$ cat src/rtl/uart_frame_controller_pkg.sv
// Shared definitions for the UART host-access frame controller: state encoding,
// command codes and default protocol byte values.
package uart_frame_defs;

    localparam logic [7:0] CMD_WRITE = 8'h01;
    localparam logic [7:0] CMD_READ  = 8'h02;

    localparam logic [7:0]  DEF_SYNC_BYTE      = 8'hA5;
    localparam logic [7:0]  DEF_ACK_BYTE       = 8'h06;
    localparam logic [7:0]  DEF_NAK_BYTE       = 8'h15;
    localparam logic [31:0] DEF_TIMEOUT_CYCLES = 32'd2000000;

    typedef enum logic [3:0] {
        ST_IDLE,
        ST_GET_CMD,
        ST_GET_ADDR_H,
        ST_GET_ADDR_L,
        ST_GET_LEN,
        ST_WR_RX,
        ST_WR_MEM,
        ST_RD_MEM,
        ST_SEND,
        ST_TX_WAIT
    } state_t;

    // Where TX_WAIT hands control back once the response byte has gone out.
    typedef enum logic {
        RET_IDLE,
        RET_READ
    } ret_t;

    // LEN byte 0 encodes a 256-byte transfer.
    function automatic logic [8:0] len_to_count(input logic [7:0] len);
        return {(len == 8'd0), len};
    endfunction

    function automatic logic is_valid_cmd(input logic [7:0] cmd);
        return (cmd == CMD_WRITE) || (cmd == CMD_READ);
    endfunction

endpackage

$ cat src/rtl/uart_frame_timeout.sv
// Resettable inter-byte interval counter: counts enabled cycles since the last
// clear and flags the cycle in which the limit is reached.
module uart_frame_timeout #(
    parameter logic [31:0] LIMIT = 32'd2000000
) (
    input  logic clk,
    input  logic reset,
    input  logic clear_i,
    input  logic enable_i,
    output logic expired_o
);

    logic [31:0] count_q;
    logic [31:0] count_d;

    // Saturate at LIMIT so a stalled enable never wraps back to zero.
    always_comb begin
        count_d = count_q;
        if (clear_i) begin
            count_d = '0;
        end else if (enable_i && (count_q != LIMIT)) begin
            count_d = count_q + 32'd1;
        end
    end

    always_ff @(posedge clk or posedge reset) begin
        if (reset) begin
            count_q <= '0;
        end else begin
            count_q <= count_d;
        end
    end

    assign expired_o = enable_i && !clear_i && (count_q >= (LIMIT - 32'd1));

endmodule

$ cat src/rtl/uart_frame_controller.sv
// Parses SYNC/CMD/ADDR/LEN command frames from uart_core and turns them into
// byte-wide memory reads and writes, answering with data, ACK or NAK.
module uart_frame_controller
    import uart_frame_defs::*;
#(
    parameter logic [31:0] TIMEOUT_CYCLES = DEF_TIMEOUT_CYCLES,
    parameter logic [7:0]  SYNC_BYTE      = DEF_SYNC_BYTE,
    parameter logic [7:0]  ACK_BYTE       = DEF_ACK_BYTE,
    parameter logic [7:0]  NAK_BYTE       = DEF_NAK_BYTE
) (
    input  logic        clk,
    input  logic        reset,
    input  logic        rx_done_tick,
    input  logic [7:0]  rx_data_out,
    input  logic        tx_busy,
    output logic        tx_start_transmission,
    output logic [7:0]  tx_data_in,
    output logic        mem_req,
    output logic        mem_we,
    output logic [15:0] mem_addr,
    output logic [7:0]  mem_wdata,
    input  logic        mem_ack,
    input  logic [7:0]  mem_rdata,
    output logic        busy,
    output logic        frame_error,
    output logic        overrun,
    output state_t      dbg_state_o
);

    state_t      state_q;
    ret_t        ret_q;
    logic [15:0] addr_q;
    logic [7:0]  wdata_q;
    logic        we_q;
    logic        req_q;
    logic [7:0]  tx_data_q;
    logic        tx_start_q;
    logic [1:0]  wait_q;
    logic [8:0]  count_q;
    logic        overrun_q;
    logic        frame_error_q;

    logic waiting_rx;
    logic drops_rx;
    logic tmo_clear;
    logic tmo_expired;

    assign waiting_rx = (state_q == ST_GET_CMD) || (state_q == ST_GET_ADDR_H) ||
                        (state_q == ST_GET_ADDR_L) || (state_q == ST_GET_LEN) ||
                        (state_q == ST_WR_RX);
    assign drops_rx   = (state_q == ST_WR_MEM) || (state_q == ST_RD_MEM) ||
                        (state_q == ST_SEND) || (state_q == ST_TX_WAIT);

    // Holding the counter clear outside the byte-waiting states is what makes
    // every entry into a waiting state start from zero.
    assign tmo_clear = rx_done_tick || !waiting_rx;

    uart_frame_timeout #(
        .LIMIT(TIMEOUT_CYCLES)
    ) u_timeout (
        .clk      (clk),
        .reset    (reset),
        .clear_i  (tmo_clear),
        .enable_i (waiting_rx),
        .expired_o(tmo_expired)
    );

    always_ff @(posedge clk or posedge reset) begin
        if (reset) begin
            state_q       <= ST_IDLE;
            ret_q         <= RET_IDLE;
            addr_q        <= '0;
            wdata_q       <= '0;
            we_q          <= 1'b0;
            req_q         <= 1'b0;
            tx_data_q     <= '0;
            tx_start_q    <= 1'b0;
            wait_q        <= '0;
            count_q       <= '0;
            overrun_q     <= 1'b0;
            frame_error_q <= 1'b0;
        end else begin
            tx_start_q    <= 1'b0;
            frame_error_q <= 1'b0;
            if (rx_done_tick && drops_rx) begin
                overrun_q <= 1'b1;
            end
            case (state_q)
                ST_IDLE: begin
                    if (rx_done_tick && (rx_data_out == SYNC_BYTE)) begin
                        overrun_q <= 1'b0;
                        state_q   <= ST_GET_CMD;
                    end
                end
                ST_GET_CMD: begin
                    if (tmo_expired) begin
                        frame_error_q <= 1'b1;
                        state_q       <= ST_IDLE;
                    end else if (rx_done_tick) begin
                        if (is_valid_cmd(rx_data_out)) begin
                            we_q    <= (rx_data_out == CMD_WRITE);
                            state_q <= ST_GET_ADDR_H;
                        end else begin
                            tx_data_q <= NAK_BYTE;
                            ret_q     <= RET_IDLE;
                            state_q   <= ST_SEND;
                        end
                    end
                end
                ST_GET_ADDR_H: begin
                    if (tmo_expired) begin
                        frame_error_q <= 1'b1;
                        state_q       <= ST_IDLE;
                    end else if (rx_done_tick) begin
                        addr_q[15:8] <= rx_data_out;
                        state_q      <= ST_GET_ADDR_L;
                    end
                end
                ST_GET_ADDR_L: begin
                    if (tmo_expired) begin
                        frame_error_q <= 1'b1;
                        state_q       <= ST_IDLE;
                    end else if (rx_done_tick) begin
                        addr_q[7:0] <= rx_data_out;
                        state_q     <= ST_GET_LEN;
                    end
                end
                ST_GET_LEN: begin
                    if (tmo_expired) begin
                        frame_error_q <= 1'b1;
                        state_q       <= ST_IDLE;
                    end else if (rx_done_tick) begin
                        count_q <= len_to_count(rx_data_out);
                        if (we_q) begin
                            state_q <= ST_WR_RX;
                        end else begin
                            req_q   <= 1'b1;
                            state_q <= ST_RD_MEM;
                        end
                    end
                end
                ST_WR_RX: begin
                    if (tmo_expired) begin
                        frame_error_q <= 1'b1;
                        state_q       <= ST_IDLE;
                    end else if (rx_done_tick) begin
                        wdata_q <= rx_data_out;
                        req_q   <= 1'b1;
                        state_q <= ST_WR_MEM;
                    end
                end
                ST_WR_MEM: begin
                    if (mem_ack) begin
                        req_q   <= 1'b0;
                        addr_q  <= addr_q + 16'd1;
                        count_q <= count_q - 9'd1;
                        if (count_q == 9'd1) begin
                            tx_data_q <= ACK_BYTE;
                            ret_q     <= RET_IDLE;
                            state_q   <= ST_SEND;
                        end else begin
                            state_q <= ST_WR_RX;
                        end
                    end
                end
                ST_RD_MEM: begin
                    if (mem_ack) begin
                        req_q     <= 1'b0;
                        tx_data_q <= mem_rdata;
                        ret_q     <= RET_READ;
                        state_q   <= ST_SEND;
                    end
                end
                ST_SEND: begin
                    if (!tx_busy) begin
                        tx_start_q <= 1'b1;
                        wait_q     <= 2'd2;
                        state_q    <= ST_TX_WAIT;
                    end
                end
                ST_TX_WAIT: begin
                    // uart_core raises tx_busy a little after the start pulse,
                    // so the first cycles after it are not trusted.
                    if (wait_q != 2'd0) begin
                        wait_q <= wait_q - 2'd1;
                    end else if (!tx_busy) begin
                        if (ret_q == RET_READ) begin
                            addr_q  <= addr_q + 16'd1;
                            count_q <= count_q - 9'd1;
                            if (count_q == 9'd1) begin
                                state_q <= ST_IDLE;
                            end else begin
                                req_q   <= 1'b1;
                                state_q <= ST_RD_MEM;
                            end
                        end else begin
                            state_q <= ST_IDLE;
                        end
                    end
                end
                default: begin
                    req_q   <= 1'b0;
                    state_q <= ST_IDLE;
                end
            endcase
        end
    end

    assign tx_start_transmission = tx_start_q;
    assign tx_data_in            = tx_data_q;
    assign mem_req               = req_q;
    assign mem_we                = we_q;
    assign mem_addr              = addr_q;
    assign mem_wdata             = wdata_q;
    assign busy                  = (state_q != ST_IDLE);
    assign frame_error           = frame_error_q;
    assign overrun               = overrun_q;
    assign dbg_state_o           = state_q;

endmodule

$ cat config.mk
export PLATFORM = sky130hd
export DESIGN_NAME = uart_frame_controller
export DESIGN_NICKNAME = d
export VERILOG_FILES = /design/src/rtl/uart_frame_controller_pkg.sv /design/src/rtl/uart_frame_timeout.sv /design/src/rtl/uart_frame_controller.sv
export SDC_FILE = /design/constraint.sdc
export NUM_CORES = 1
export LEC_CHECK = 0
export CAP_MARGIN = 20
export CORE_UTILIZATION = 42
export DETAILED_ROUTE_END_ITERATION = 8
export SYNTH_ARGS = -nofsm -noshare
export SYNTH_HDL_FRONTEND = slang
export SYNTH_SLANG_ARGS = --single-unit
$ cat constraint.sdc
create_clock -name clk -period 6.9 [get_ports clk]
set_input_delay 1.035 -clock clk [delete_from_list [all_inputs] [get_ports clk]]
set_output_delay 1.035 -clock clk [all_outputs]
set_load 0.05 [all_outputs]
==> results.toml <==
[worst_setup_path]
rrSetupSlack_ns = 3.76
worstPathMaxFanout = 17
reg2reg_from = "dbg_state_o[0]"
rr_endpoint = "mem_addr[4]"
path_depth = 3
start_kind = "register"
crit_family = "buffers and inverters"
max_stage_delay_ns = 0.82
ff2ff_path_depth = 6
crit_type = "register to primary output"
crit_chain = "nor2_1 -> nand2_1 -> clkdlybuf4s50_1"
path_buf_inv = 1
worstPathRequired_ns = 5.86
slowest_stage = "clkdlybuf4s50_1"
crit_arrival_ns = 2.25
critPathCaptureType = "primary output"

[die]
die_area_um2 = 11600
rows = 38
die_h_um = 108
start_util_pct = 43.2
die_x_um = 108
ios = 63
coreArea_um2 = 10800

[place]
hpwl_mm = 8.17
place_area_um2 = 5420
dp.cells = 696
gp_congestion = 0.856
io_buffers = 62
dp_slack_ns = 3.68

[timing]
hold_viol_final = 0
post-route-min-period_ns = 3.29
worst_pin_slew_ns = 0.700
period_share_pct = 47.6
rsz0062_at_grt = "false"
slew_headroom_pct = 53.2
fmax_mhz = 304
slew_viol_final = 0
finClkSkew_ns = 0.0130
fin_ws_ns = 3.61
fin_setup_tns_ns = 0
setup_violations = 0

[synth]
syn_nets = 541
synth_top_cell_area_share_pct = 45.4
ys_seq_elements = 85
ys.flop_type = "dfrtp_1"
synth_cells = 514
yosysWarnings = 0
synth.avg_cell_area_um2 = 9.11
synth-async-reset-ratio_pct = 100
yosys.area.top_type = "dfrtp_1"
syn_area_um2 = 4680
yosys-top-cells-area = "dfrtp_1 45%, nor2_1 4.6%, nand2_1 4.1%, o21ai_0 4.0%, xor2_1 3.7%"
ys_seq_area_share_pct = 45.4
synth_cell_types = 59
synth_edf_count = 0

[finish]
drive_gt1_share_pct = 8.90
fill_cells = 1030
layout.nets = 595
seq_area_um2 = 2130
antenna_cells = 0
mostFrequentLayoutCells = "85 x dfrtp_1, 62 x clkdlybuf4s50_1, 57 x nor2_1"
synthToLayoutAreaGrowth_pct = 20.9
multi_input_area_um2 = 2390
final_common_cell = "dfrtp_1"
final_cells = 713
final_area_um2 = 5660

[global_route]
grt_overflow_total = 0
grt_usage_pct = 21.5
antenna_found_initial = 0
grt_pass1_vias = 3781
grt_max_degree = 86
grt_pass1_wl_mm = 19.4

[min_path]
worstHoldPathType = "register to register"
worstHoldPathCells = 2
hold_end = "tx_data_in[4]"
hold_start = "tx_data_in[4]"

[detailed_routing]
dr.pass1.iters = 5
drc = 0
routed-via-count = 3992
ant_nets = 0
totalWireLength_mm = 11.7
via_per_inst = 5.60
detail_route.wl_per_cell_um = 16.4
drt_iter0_markers = 205

[outcome]
status = "completed"

[clock_tree]
clkTransAtPathRegs_ns = 0.09
cts_tree = "done"
cts_buffers = 9
cts_root_buffer = "clkbuf_8"
ctsResizeCount = 0
cts_sinks = 85
clk-insertion-delay-late_ns = 0.36
postCtsHoldBufs = 0
h-tree-depth = 3
post_cts_buffers = 0
clockBufferDepth = 2

[power_and_ir_drop]
vdd_drop_max_mv = 0.208
power.density_nw_per_um2 = 390
p_leak_uw = 0.00233

[run]
cap_violations = 0
-- layer usage --
layer	up-vias	GRT usage, %	share of wire [%]
li1	1963	-	-
met1	1912	29.3	47
met2	106	34.8	48
met3	11	3.93	4.7
met4	0	6.65	1.2
met5	-	0	0
-- through the flow --
stage	hold WS (ns)	power [uW]	util [%]
2_1_floorplan	0.464	1480	-
3_3_place_gp	0.468	1810	50.0
3_5_place_dp	0.472	1820	50.0
4_1_cts	0.492	2220	52.0
5_1_grt	0.521	2340	52.2
6_report	0.484	2210	52.2
-- logic make-up after synthesis --
kind of cell / Yosys count / synth area share (%)
flops: 85 / 45.4
buf+inv: 43 / 3.66
xor+xnor: 25 / 4.68
compound gates: 137 / 19.2
mux: 14 / 3.26
simple gates: 204 / 22.2
fa+ha+maj: 6 / 1.60
-- report_power, final --
| part | switching [uW] | internal, uW | leakage, uW | total [uW] |
|---|---|---|---|---|
| Clock | 186 | 202 | 0.000105 | 388 |
| Combinational | 685 | 375 | 0.00112 | 1060 |
| Sequential | 142 | 616 | 0.00111 | 758 |
-- layout make-up --
type	instances	share of cell area (%)
tap	140	3.09
inverter	19	1.28
sequential	85	37.6
multi-input combinational	386	42.3
clock inverter	7	1.59
timing repair buffer	67	12.0
clock buffer	9	2.19
-- worst max path at each step --
stage | from | end | slack [ns]
2_1_floorplan | reset | count_q[0] | 3.67
3_3_place_gp | rx_data_out[3] | tx_data_in[1] | 3.76
3_5_place_dp | rx_data_out[3] | tx_data_in[0] | 3.68
4_1_cts | dbg_state_o[1] | busy | 3.61
5_1_grt | dbg_state_o[0] | mem_addr[3] | 3.51
6_report | dbg_state_o[0] | busy | 3.61
-- Yosys cell counts (7+ instances only) --
cell type and n:
dfrtp_1 85, nor2_1 57, nand2_1 51, o21ai_0 37, a21oi_1 32, xor2_1 20
inv_1 19, nand3_1 19, clkbuf_1 16, and3_1 12, or3_1 12, mux2_2 10
a22o_1 9, buf_2 8, nand4_1 8, nor3_1 8, o22a_1 7
-- flip-flops by register name (all words and copies together) (netlist names), 2 cells and up --
signal / flops
tx_data_in: 8
mem_addr: 16
count_q: 9
dbg_state_o: 4
mem_wdata: 8
wait_q: 2
u_timeout.count_q: 32
-- worst min-delay path: stages (launching register included) --
cell and delay (ns):
dfrtp_1 0.35, nand2_1 0.04, o21ai_0 0.06
No activity file was read; power rests on OpenSTA's default activity.
